<file path="src/rtl/stream_pkg.sv">
// Shared types and constants for the two-way stream fork and its per-branch buffer.
package stream_pkg;

    typedef logic [1:0] cnt2_t;

    localparam int unsigned SKID_DEPTH = 2;
    localparam cnt2_t       CNT_FULL   = cnt2_t'(SKID_DEPTH);

    function automatic logic cnt_full(input cnt2_t c);
        return c == CNT_FULL;
    endfunction

endpackage

</file>
<file path="src/rtl/stream_skid2.sv">
// Two-entry FIFO used per fork branch; head beat and fill count come straight from registers.
module stream_skid2
    import stream_pkg::*;
#(
    parameter int unsigned DW = 32
) (
    input  logic          clk,
    input  logic          reset_n,
    input  logic          push,
    input  logic          pop,
    input  logic [DW-1:0] din,
    output logic [DW-1:0] dout,
    output cnt2_t         count
);

    logic [DW-1:0] r_head;
    logic [DW-1:0] r_tail;
    cnt2_t         r_count;

    logic          w_push_ok;
    logic          w_pop_ok;
    cnt2_t         w_after_pop;
    cnt2_t         w_count_d;
    logic [DW-1:0] w_head_d;
    logic [DW-1:0] w_tail_d;

    always_comb begin
        w_push_ok   = push && !cnt_full(r_count);
        w_pop_ok    = pop && (r_count != '0);
        w_after_pop = r_count - cnt2_t'(w_pop_ok);
        w_head_d    = r_head;
        w_tail_d    = r_tail;
        if (w_pop_ok) begin
            w_head_d = r_tail;
        end
        // New beat lands in the first slot left free after this cycle's pop.
        if (w_push_ok) begin
            if (w_after_pop == '0) begin
                w_head_d = din;
            end else begin
                w_tail_d = din;
            end
        end
        w_count_d = w_after_pop + cnt2_t'(w_push_ok);
    end

    always_ff @(posedge clk) begin
        if (!reset_n) begin
            r_head  <= '0;
            r_tail  <= '0;
            r_count <= '0;
        end else begin
            r_head  <= w_head_d;
            r_tail  <= w_tail_d;
            r_count <= w_count_d;
        end
    end

    assign dout  = r_head;
    assign count = r_count;

endmodule

</file>
<file path="src/rtl/stream_fork2.sv">
// Duplicates every accepted input beat onto two independently draining output branches.
module stream_fork2
    import stream_pkg::*;
#(
    parameter int unsigned DW = 32
) (
    input  logic          clk,
    input  logic          reset_n,
    input  logic          i_valid,
    output logic          i_ready,
    input  logic [DW-1:0] i_data,
    output logic          o0_valid,
    input  logic          o0_ready,
    output logic [DW-1:0] o0_data,
    output logic          o1_valid,
    input  logic          o1_ready,
    output logic [DW-1:0] o1_data
);

    cnt2_t w_cnt0;
    cnt2_t w_cnt1;
    logic  w_push;
    logic  w_pop0;
    logic  w_pop1;

    // Ready depends only on registered counts, never on downstream ready or i_valid.
    assign i_ready  = reset_n && !cnt_full(w_cnt0) && !cnt_full(w_cnt1);
    assign w_push   = i_valid && i_ready;
    assign o0_valid = (w_cnt0 != '0);
    assign o1_valid = (w_cnt1 != '0);
    assign w_pop0   = o0_valid && o0_ready;
    assign w_pop1   = o1_valid && o1_ready;

    stream_skid2 #(
        .DW (DW)
    ) u_skid0 (
        .clk     (clk),
        .reset_n (reset_n),
        .push    (w_push),
        .pop     (w_pop0),
        .din     (i_data),
        .dout    (o0_data),
        .count   (w_cnt0)
    );

    stream_skid2 #(
        .DW (DW)
    ) u_skid1 (
        .clk     (clk),
        .reset_n (reset_n),
        .push    (w_push),
        .pop     (w_pop1),
        .din     (i_data),
        .dout    (o1_data),
        .count   (w_cnt1)
    );

endmodule

</file>
<file path="config.mk">
export PLATFORM = sky130hd
export DESIGN_NAME = stream_fork2
export DESIGN_NICKNAME = d
export VERILOG_FILES = /design/src/rtl/stream_pkg.sv /design/src/rtl/stream_skid2.sv /design/src/rtl/stream_fork2.sv
export SDC_FILE = /design/constraint.sdc
export NUM_CORES = 1
export LEC_CHECK = 0
export BUFFER_PORTS_ARGS = -buffer_cell sky130_fd_sc_hd__buf_2
export CORE_MARGIN = 2
export CORE_UTILIZATION = 40
export DETAILED_ROUTE_END_ITERATION = 10
export PLACE_DENSITY_LB_ADDON = 0.25
export SYNTH_ARGS = -nofsm -noshare
export SYNTH_HDL_FRONTEND = slang
export SYNTH_SLANG_ARGS = --single-unit
</file>
<file path="constraint.sdc">
create_clock -name clk -period 3.2 [get_ports clk]
set_clock_uncertainty 0.15 [all_clocks]
set_input_delay 0.16 -clock clk [delete_from_list [all_inputs] [get_ports clk]]
set_output_delay 0.16 -clock clk [all_outputs]
set_load 0.03 [all_outputs]
</file>
==> impl_metrics.py, run 1 <==
metrics = {
    "outcome": {
        "status": "completed",
    },
    "routing": {
        "vias": 4679,
        "first_pass_iters": 4,
        "wl_per_cell_um": 15.8,
        "drc_errors": 0,
        "ant_nets": 0,
        "via_per_inst": 5.16,
        "routed_wl_um": 14300,
        "drt_iter0_drc": 270,
    },
    "pwr": {
        "power_leakage_nw": 3.12,
        "ir_drop_mv": 0.450,
        "powerDensity_mw_per_mm2": 1060,
        "total_power_w": 0.00724,
    },
    "clocking": {
        "clock_path_buffers": 2,
        "clkLatencyLatePin_ps": 410,
        "cts_tree": "built",
        "cts_buffers": 17,
        "post_cts_buffers": 0,
        "htreeDepth": 4,
        "clock_sinks": 132,
        "clk_pin_slew_worst_paths_ps": 50,
        "root_buffer": "clkbuf_16",
    },
    "floorplanning": {
        "die_h_um": 120,
        "start_util": 0.408,
        "rows": 42,
        "fp.dieW_um": 120,
        "fp.dieArea_mm2": 0.0144,
        "core_area_mm2": 0.0132,
        "ios": 104,
    },
    "timing": {
        "min_period_over_period": 0.874,
        "timing.setup.tns_ps": 0,
        "relSlewSlack": 0.384,
        "fin_crit_ps": 2800,
        "tightest_slew_ps": 924,
        "setup_viol": 0,
        "maxSlewViolCount": 0,
        "grt_setup_unrepaired": "false",
        "max_freq_mhz": 358,
        "timing.final.hold_violations": 0,
    },
    "placement": {
        "portBuffers": 103,
        "dpl.hpwl_um": 9110,
        "placedCellCount": 845,
        "gp_congestion": 0.766,
    },
    "layout": {
        "fin_nets": 761,
        "area_growth_pct": 27.3,
        "instances_no_fill": 907,
        "drive_gt1_frac": 0.211,
        "register_area_mm2": 0.00264,
        "finalCoreUtilization": 0.520,
        "fillers": 1241,
        "n_antenna_cell": 0,
        "multi_input_area_mm2": 0.00250,
    },
    "setup_path": {
        "cp-start-kind": "register",
        "cp_max_fo": 21,
        "cp.arrival_ps": 2910,
        "endpoint_kind": "register",
        "criticalPathCategory": "register to register",
        "r2r-start": "u_skid0.count[1]",
        "startpoint": "u_skid0.count[1]",
        "cp.required_ps": 3320,
    },
    "min_path": {
        "hp-start": "reset_n",
        "hold_class": "input pin to register",
    },
    "global_route": {
        "antenna_found_initial": 0,
        "track_usage": 0.209,
        "grt_pass1_vias": 4679,
        "grt_first_pass_wirelength_um": 23500,
        "grt-ovfl-total": 0,
        "grt_max_degree": 94,
    },
    "synth": {
        "synth_fp_nets": 644,
        "ys_types": 24,
        "yosys_warnings": 0,
        "ys_ff_latch": 132,
        "syn_area_per_cell_um2": 8.93,
        "syn-instance-count": 603,
        "synth_area_mm2": 0.00539,
        "synth-seq-area-share": 0.491,
    },
    "job": {
        "cap_violations": 0,
    },
}
==> cell usage after synthesis (all sizes together) <==
library cell,n,share of area
a2111oi,2,0.010
a21oi,63,0.059
and2,4,0.0046
buf,20,0.021
clkbuf,32,0.022
dfxtp,132,0.49
ha,4,0.0093
inv,8,0.0056
mux2i,64,0.12
nand2,132,0.092
nand3,2,0.0019
nor2b,2,0.0023
nor3b,1,0.0014
o211a,1,0.0019
o21ai,66,0.062
o31ai,63,0.088
or2,2,0.0023
or3,1,0.0012
xnor2,4,0.0065
==> cell families after synthesis <==
kind of cell               count (synthesis)  share of synthesized area
xor gates and xnor gates                   4                    0.00650
and+or+nand+nor                          144                      0.106
AOI/OAI and AO/OA                        195                      0.220
muxes                                     64                      0.119
adders and majority gates                  4                    0.00929
buffers and inverters                     60                     0.0485
DFF                                      132                      0.491
==> placed cells by master (no fill, tap or decap) <==
master	Yosys	layout
a2111oi_4	2	2
a21oi_1	63	63
and2_1	4	4
buf_2	14	102
buf_4	5	16
clkbuf_1	32	4
clkbuf_16	0	17
clkbuf_8	0	3
clkinv_2	0	6
dfxtp_1	132	132
dlygate4sd3_1	0	32
ha_1	4	4
inv_1	7	7
inv_2	1	1
mux2i_1	64	64
nand2_1	132	131
nand2_2	0	1
nand3_2	0	2
nor2b_1	2	2
nor3b_1	1	1
o211a_1	1	1
o21ai_0	64	64
o21ai_1	1	1
o21ai_4	0	1
o31ai_1	63	63
or2_2	2	2
or3_2	0	1
xnor2_1	4	4
==> path summary, 6_finish.rpt <==
kind                        end  slack (ps)  cells past startpoint
max            u_skid0.dout[24]         400                      9
min            u_skid0.dout[22]         170                      4
max reg2reg    u_skid0.dout[24]         400                      9
min reg2reg  u_skid1.r_tail[23]         300                      2
==> sequential cells by signal, summed over array words and instances (netlist names) <==
signal / flops
u_skid1.dout: 32
u_skid0.dout: 32
u_skid1.r_tail: 32
u_skid0.r_tail: 32
u_skid1.count: 2
u_skid0.count: 2
==> worst max-delay path: stages (launching register included) <==
cell,delay (ps)
dfxtp_1,320
or2_2,320
nand2_2,80
inv_1,40
ha_1,180
xnor2_1,470
nand2_1,440
buf_4,360
o31ai_1,230
a21oi_1,60
==> where the power goes <==
group	internal (W)	switching [W]	leakage [nW]	total [W]
Clock	0.00103	0.000670	0.259	0.00170
Combinational	0.000938	0.00206	1.78	0.00300
Sequential	0.00223	0.000315	1.08	0.00254
Total	0.00420	0.00304	3.12	0.00724
==> per-layer routing <==
layer | part of all wire | global-route usage
met1 | 0.45 | 0.250
met4 | 0.018 | 0.0875
met3 | 0.041 | 0.0604
met5 | 0 | 0
met2 | 0.49 | 0.349
==> layout make-up <==
class                      count  area share
sequential                   132       0.385
multi-input combinational    411       0.365
tap                          176      0.0321
clock inverter                 6     0.00438
clock buffer                  24      0.0702
inverter                       8     0.00438
timing repair buffer         150       0.139
==> repair_timing <==
| action | 4_1_cts | 5_1_grt |
|---|---|---|
| resized for setup | 0 | 0 |
| hold buffers | 32 | 0 |
| endpoints found under the setup margin | 0 | 0 |
| endpoints found under the hold margin | 128 | 0 |
==> metrics by stage <==
| step | cell area [um2] | setup slack (ps) | hold slack [ps] |
|---|---|---|---|
| after detailed placement | 6030 | 383 | 263 |
| after floorplan | 5390 | 392 | 119 |
| after CTS | 6860 | 374 | 149 |
| final | 6860 | 405 | 172 |
| after global placement | 6030 | 501 | 257 |
| after global routing | 6860 | 54.5 | 180 |
No activity file was read; power rests on OpenSTA's default activity.
==> run 2: changes to the inputs <==
--- a/config.mk
+++ b/config.mk
@@ -11,3 +11,4 @@
 export DETAILED_ROUTE_END_ITERATION = 10
-export PLACE_DENSITY_LB_ADDON = 0.25
+export PLACE_DENSITY = 0.65
+export SLEW_MARGIN = 20
 export SYNTH_ARGS = -nofsm -noshare
--- a/constraint.sdc
+++ b/constraint.sdc
@@ -4,2 +4,2 @@
 set_output_delay 0.16 -clock clk [all_outputs]
-set_load 0.03 [all_outputs]
+set_load 0.05 [all_outputs]
==> run 2 against run 1 <==
  * Largest cell class unchanged
  * Sequential power about the same
  * Clock power increased by 21%
  * Critical endpoint is now u_skid0.dout[10]
  * Sequential cell count unchanged
  * Worst hold slack improved by 15 ps
  * Routed wire length is 1.0% lower
  * Register-to-register slack improved by 70 ps
  * Critical path depth shrank 1
  * Power up 12%
  * First-iteration DRC count is 15% higher
==> impl_metrics.py, run 2 (synthesis gave the netlist of run 1 again) <==
metrics = {
    "clocking": {
        "clock_sinks": 132,
        "cts_buffers": 17,
        "clock_path_buffers": 2,
        "clkLatencyLatePin_ps": 420,
        "clk_pin_slew_worst_paths_ps": 60,
        "htreeDepth": 4,
        "post_cts_buffers": 0,
        "cts_tree": "built",
        "root_buffer": "clkbuf_16",
    },
    "min_path": {
        "hold_class": "input pin to register",
        "hp-start": "reset_n",
    },
    "pwr": {
        "ir_drop_mv": 0.691,
        "seq_power_share": 0.312,
        "pwr-share-clk": 0.253,
        "power_leakage_nw": 3.18,
        "combPwrFrac": 0.434,
        "switching_power_w": 0.00359,
        "p_int_w": 0.00453,
        "switching_share": 0.442,
        "powerDensity_mw_per_mm2": 1160,
    },
    "setup_path": {
        "r2r-start": "u_skid0.count[1]",
        "cp.required_ps": 3390,
        "cp_max_fo": 22,
        "setup.worst_path.end": "u_skid0.dout[10]",
        "cp.arrival_ps": 2910,
        "endpoint_kind": "register",
        "cp-start-kind": "register",
        "startpoint": "u_skid0.count[1]",
        "worst-r2r-cell-count": 8,
        "r2r_end": "u_skid0.dout[10]",
        "reg2reg_slack_ps": 480,
        "criticalPathCategory": "register to register",
    },
    "routing": {
        "dr_wl_met2_um": 7050,
        "routed-wl-met3_um": 773,
        "highest_layer": "met4",
        "vias": 4748,
        "wl_per_cell_um": 15.5,
        "via_per_inst": 5.21,
        "routed_wl_um": 14200,
        "first_pass_iters": 5,
        "drt_iter0_drc": 310,
        "wl_met1_um": 6240,
        "ant_nets": 0,
        "drc_errors": 0,
    },
    "timing": {
        "maxSlewViolCount": 0,
        "grt_setup_unrepaired": "false",
        "min_period_over_period": 0.851,
        "fin_crit_ps": 2720,
        "setup_viol": 0,
        "max_freq_mhz": 367,
        "relSlewSlack": 0.427,
        "tightest_slew_ps": 860,
        "timing.final.hold_violations": 0,
        "timing.setup.tns_ps": 0,
    },
    "layout": {
        "design_area_mm2": 0.00699,
        "n_antenna_cell": 0,
        "area_growth_pct": 29.8,
        "drive_gt1_frac": 0.219,
        "layout_commonest_cell": "dfxtp_1",
        "final_cell_mix": "dfxtp_1 (132), nand2_1 (131), buf_2 (102), o21ai_0 (64), mux2i_1 (64)",
        "finalCoreUtilization": 0.530,
        "fin_nets": 764,
    },
    "placement": {
        "portBuffers": 103,
        "dpl.hpwl_um": 8800,
        "place_area_mm2": 0.00604,
        "gp_congestion": 0.782,
    },
    "floorplanning": {
        "start_util": 0.408,
        "ios": 104,
        "core_area_mm2": 0.0132,
        "die_h_um": 120,
        "fp.dieArea_mm2": 0.0144,
        "rows": 42,
        "fp.dieW_um": 120,
    },
    "job": {
        "cap_violations": 0,
    },
    "global_route": {
        "antenna_found_initial": 0,
        "grt_first_pass_wirelength_um": 22400,
        "grt_pass1_vias": 4398,
        "grt-ovfl-total": 0,
        "track_usage": 0.201,
        "grt_max_degree": 90,
    },
    "outcome": {
        "status": "completed",
    },
}
-- run 2: changes by cell type in the layout (fill, tap and decap cells not counted) --
cell and delta:
inv_6 +1, nand3_1 +2, clkinv_4 +1, clkbuf_1 -4, clkinvlp_4 +3, bufinv_16 +4
clkinv_2 -2, nand3_2 -2, clkbuf_8 -1, buf_4 +3
-- run 2: worst max-delay path, cell delays in order (launching register included) --
cell     delay, ps
dfxtp_1        330
or2_2          320
nand2_2         80
inv_1           40
ha_1           180
xnor2_1        430
nand3_1        530
buf_4          420
a21oi_1        160
-- run 2: how the worst min path moves through the flow --
stage	endpoint	slack [ps]	cells past startpoint
finish	u_skid0.dout[2]	190	4
global route	u_skid1.dout[8]	190	4
CTS	u_skid1.dout[2]	170	4
detailed placement	u_skid0.r_tail[22]	260	3
global placement	u_skid1.r_tail[22]	250	3
floorplan	u_skid0.r_tail[0]	120	2
-- run 2: area by class of cell --
| cell class | count | area (um2) |
|---|---|---|
| tap | 176 | 220 |
| multi-input combinational | 411 | 2490 |
| timing repair buffer | 153 | 973 |
| clock inverter | 13 | 180 |
| fill | 1184 | 6200 |
| sequential | 132 | 2640 |
| clock buffer | 19 | 453 |
| inverter | 8 | 30.0 |
-- run 2: repair_timing --
item	4_1_cts	5_1_grt
setup endpoints to repair	0	0
hold endpoints to repair	128	0
hold buffers	32	0
resized for setup	0	0
-- run 2: layer usage --
metal | track usage | vias to the layer above
li1 | - | 2356
met1 | 0.242 | 2242
met2 | 0.342 | 142
met3 | 0.0585 | 8
met4 | 0.0684 | 0
met5 | 0 | -
-- run 2: stage by stage --
step | total power, W | instances | worst slack, ps | hold WS [ps]
after global placement | 0.00597 | 848 | 636 | 254
after floorplan | 0.00511 | 603 | 331 | 119
after global routing | 0.00854 | 912 | 316 | 188
after detailed placement | 0.00605 | 848 | 528 | 261
final | 0.00813 | 912 | 478 | 187
after CTS | 0.00815 | 912 | 500 | 168
-- run 2: power groups by stage --
| stage | registers, W | logic, W | clock network, W |
|---|---|---|---|
| after CTS | 0.00254 | 0.00352 | 0.00209 |
| final | 0.00254 | 0.00353 | 0.00206 |
| after floorplan | 0.00350 | 0.00161 | 0 |
| after global placement | 0.00254 | 0.00344 | 0 |
| after global routing | 0.00261 | 0.00377 | 0.00216 |
| after detailed placement | 0.00256 | 0.00348 | 0 |
==> run 3: changes to the inputs <==
--- a/config.mk
+++ b/config.mk
@@ -9,5 +9,5 @@
 export CORE_MARGIN = 2
-export CORE_UTILIZATION = 40
+export CORE_UTILIZATION = 45
 export DETAILED_ROUTE_END_ITERATION = 10
-export PLACE_DENSITY = 0.65
+export PLACE_DENSITY = 0.71
 export SLEW_MARGIN = 20
==> constraint.sdc (replaced) <==
create_clock -name clk -period 3.2 [get_ports clk]
set_clock_uncertainty 0.15 [all_clocks]
set_input_delay 0.48 -clock clk [delete_from_list [all_inputs] [get_ports clk]]
set_output_delay 0.48 -clock clk [all_outputs]
set_load 0.05 [all_outputs]
==> run 3 against run 2 <==
  * Maximum frequency increased by 3.6%
  * Critical path depth up 1
  * Power fell by 4.2%
  * Highest routed layer unchanged
  * Sequential share of layout area grew 2.6 points
  * Critical endpoint is now u_skid0.dout[16]
==> impl_metrics.py, run 3 (synthesis gave the netlist of run 1 again) <==
metrics = {
    "placement": {
        "dpl.hpwl_um": 8520,
        "portBuffers": 103,
        "gp_congestion": 0.789,
        "pre_cts_slack_ps": 584,
    },
    "timing": {
        "timing.setup.tns_ps": 0,
        "fin_crit_ps": 2630,
        "layout_setup_ws_ps": 573,
        "min_period_over_period": 0.821,
        "grt_setup_unrepaired": "false",
        "maxSlewViolCount": 0,
        "timing.final.hold_violations": 0,
        "max_freq_mhz": 381,
        "relSlewSlack": 0.437,
        "tightest_slew_ps": 845,
        "setup_viol": 0,
    },
    "floorplanning": {
        "core_area_mm2": 0.0116,
        "rows": 39,
        "ios": 104,
        "fp.dieW_um": 113,
        "start_util": 0.466,
        "die_h_um": 113,
        "fp.dieArea_mm2": 0.0129,
    },
    "clocking": {
        "htreeDepth": 4,
        "clock_path_buffers": 2,
        "clock_sinks": 132,
        "cts_buffers": 17,
        "hold_buffers": 0,
        "clkLatencyLatePin_ps": 410,
        "cts_tree": "built",
        "ctsResizeCount": 0,
        "root_buffer": "clkbuf_16",
        "clk_pin_slew_worst_paths_ps": 50,
        "post_cts_buffers": 0,
    },
    "layout": {
        "final_cell_mix": "dfxtp_1 (132), nand2_1 (131), buf_2 (102), o21ai_0 (64), mux2i_1 (64)",
        "fillers": 1034,
        "finalCoreUtilization": 0.566,
        "area_growth_pct": 21.5,
        "layout_commonest_cell": "dfxtp_1",
        "n_antenna_cell": 0,
        "fin_nets": 731,
        "drive_gt1_frac": 0.220,
    },
    "setup_path": {
        "cp.required_ps": 3340,
        "cp_max_fo": 22,
        "crit_path_top_delay_cell": "xnor2_1",
        "critical-path-top-delay-family": "simple AND/OR/NAND/NOR gates",
        "cp-start-kind": "register",
        "path_cells": "or2_2, nand2_2, inv_1, ha_1, xnor2_1, nand2_1, buf_12, o31ai_1, a21oi_1",
        "endpoint_kind": "register",
        "cp.arrival_ps": 2770,
        "cp_slowest_stage_delay_ps": 430,
        "path_buf_inv": 2,
        "criticalPathCategory": "register to register",
    },
    "pwr": {
        "p_int_w": 0.00428,
        "power_leakage_nw": 3.00,
        "combPwrFrac": 0.446,
        "powerDensity_mw_per_mm2": 1190,
        "total_power_w": 0.00778,
        "ir_drop_mv": 0.575,
        "seq_power_share": 0.328,
        "switching_share": 0.450,
        "pwr-share-clk": 0.226,
        "switching_power_w": 0.00350,
    },
    "routing": {
        "wl_per_cell_um": 16.0,
        "drc_errors": 0,
        "via_per_inst": 5.50,
        "drt_iter0_drc": 413,
        "first_pass_iters": 4,
        "ant_nets": 0,
        "vias": 4638,
        "routed_wl_um": 13500,
    },
    "global_route": {
        "grt_pass1_vias": 4512,
        "grt_max_degree": 86,
        "grt_first_pass_wirelength_um": 22200,
        "antenna_found_initial": 0,
        "track_usage": 0.219,
        "grt-ovfl-total": 0,
    },
    "job": {
        "cap_violations": 0,
    },
    "min_path": {
        "hold_class": "input pin to register",
    },
    "outcome": {
        "status": "completed",
    },
}
## run 3: routing by layer
layer | track usage | share of wire
met4 | 0.0862 | 0.024
met1 | 0.279 | 0.44
met2 | 0.358 | 0.47
met5 | 0 | 0
met3 | 0.0558 | 0.061
## run 3: power by group through the flow
stage,sequential (W),combinational (W),clock [W]
3_5_place_dp,0.00258,0.00348,0
5_1_grt,0.00261,0.00375,0.00186
2_1_floorplan,0.00350,0.00161,0
4_1_cts,0.00255,0.00349,0.00179
6_report,0.00255,0.00347,0.00176
3_3_place_gp,0.00255,0.00342,0
## run 3: metrics by stage
step	instance area [um2]	std cells	hold WS, ps
after global routing	6540	843	154
after global placement	6000	814	287
after floorplan	5390	603	278
final	6540	843	163
after detailed placement	6000	814	290
after CTS	6540	843	152
## run 3: tightest hold or removal path: cells and delay by family
kind	cells	cell delay, ps
AND/OR/NAND/NOR	1	50
AO/OA/AOI/OAI	1	50
buffers and inverters	1	110
## run 3: final cells by class
cell class                 count  area [um2]  area share
sequential                   132        2640       0.404
clock inverter                 3        20.0     0.00306
tap                          143         179      0.0273
clock buffer                  26         519      0.0794
timing repair buffer         120         658       0.101
multi-input combinational    411        2490       0.381
inverter                       8        30.0     0.00459
## run 3: final timing paths
path                                          from                 end  slack, ps  depth (start not counted)
worst min-delay path                    i_data[26]  u_skid1.r_tail[26]        160                          3
worst min register to register  u_skid1.r_tail[11]  u_skid1.r_tail[11]        300                          2
worst max register to register    u_skid0.count[1]    u_skid0.dout[16]        570                          9
worst max-delay path              u_skid0.count[1]    u_skid0.dout[16]        570                          9
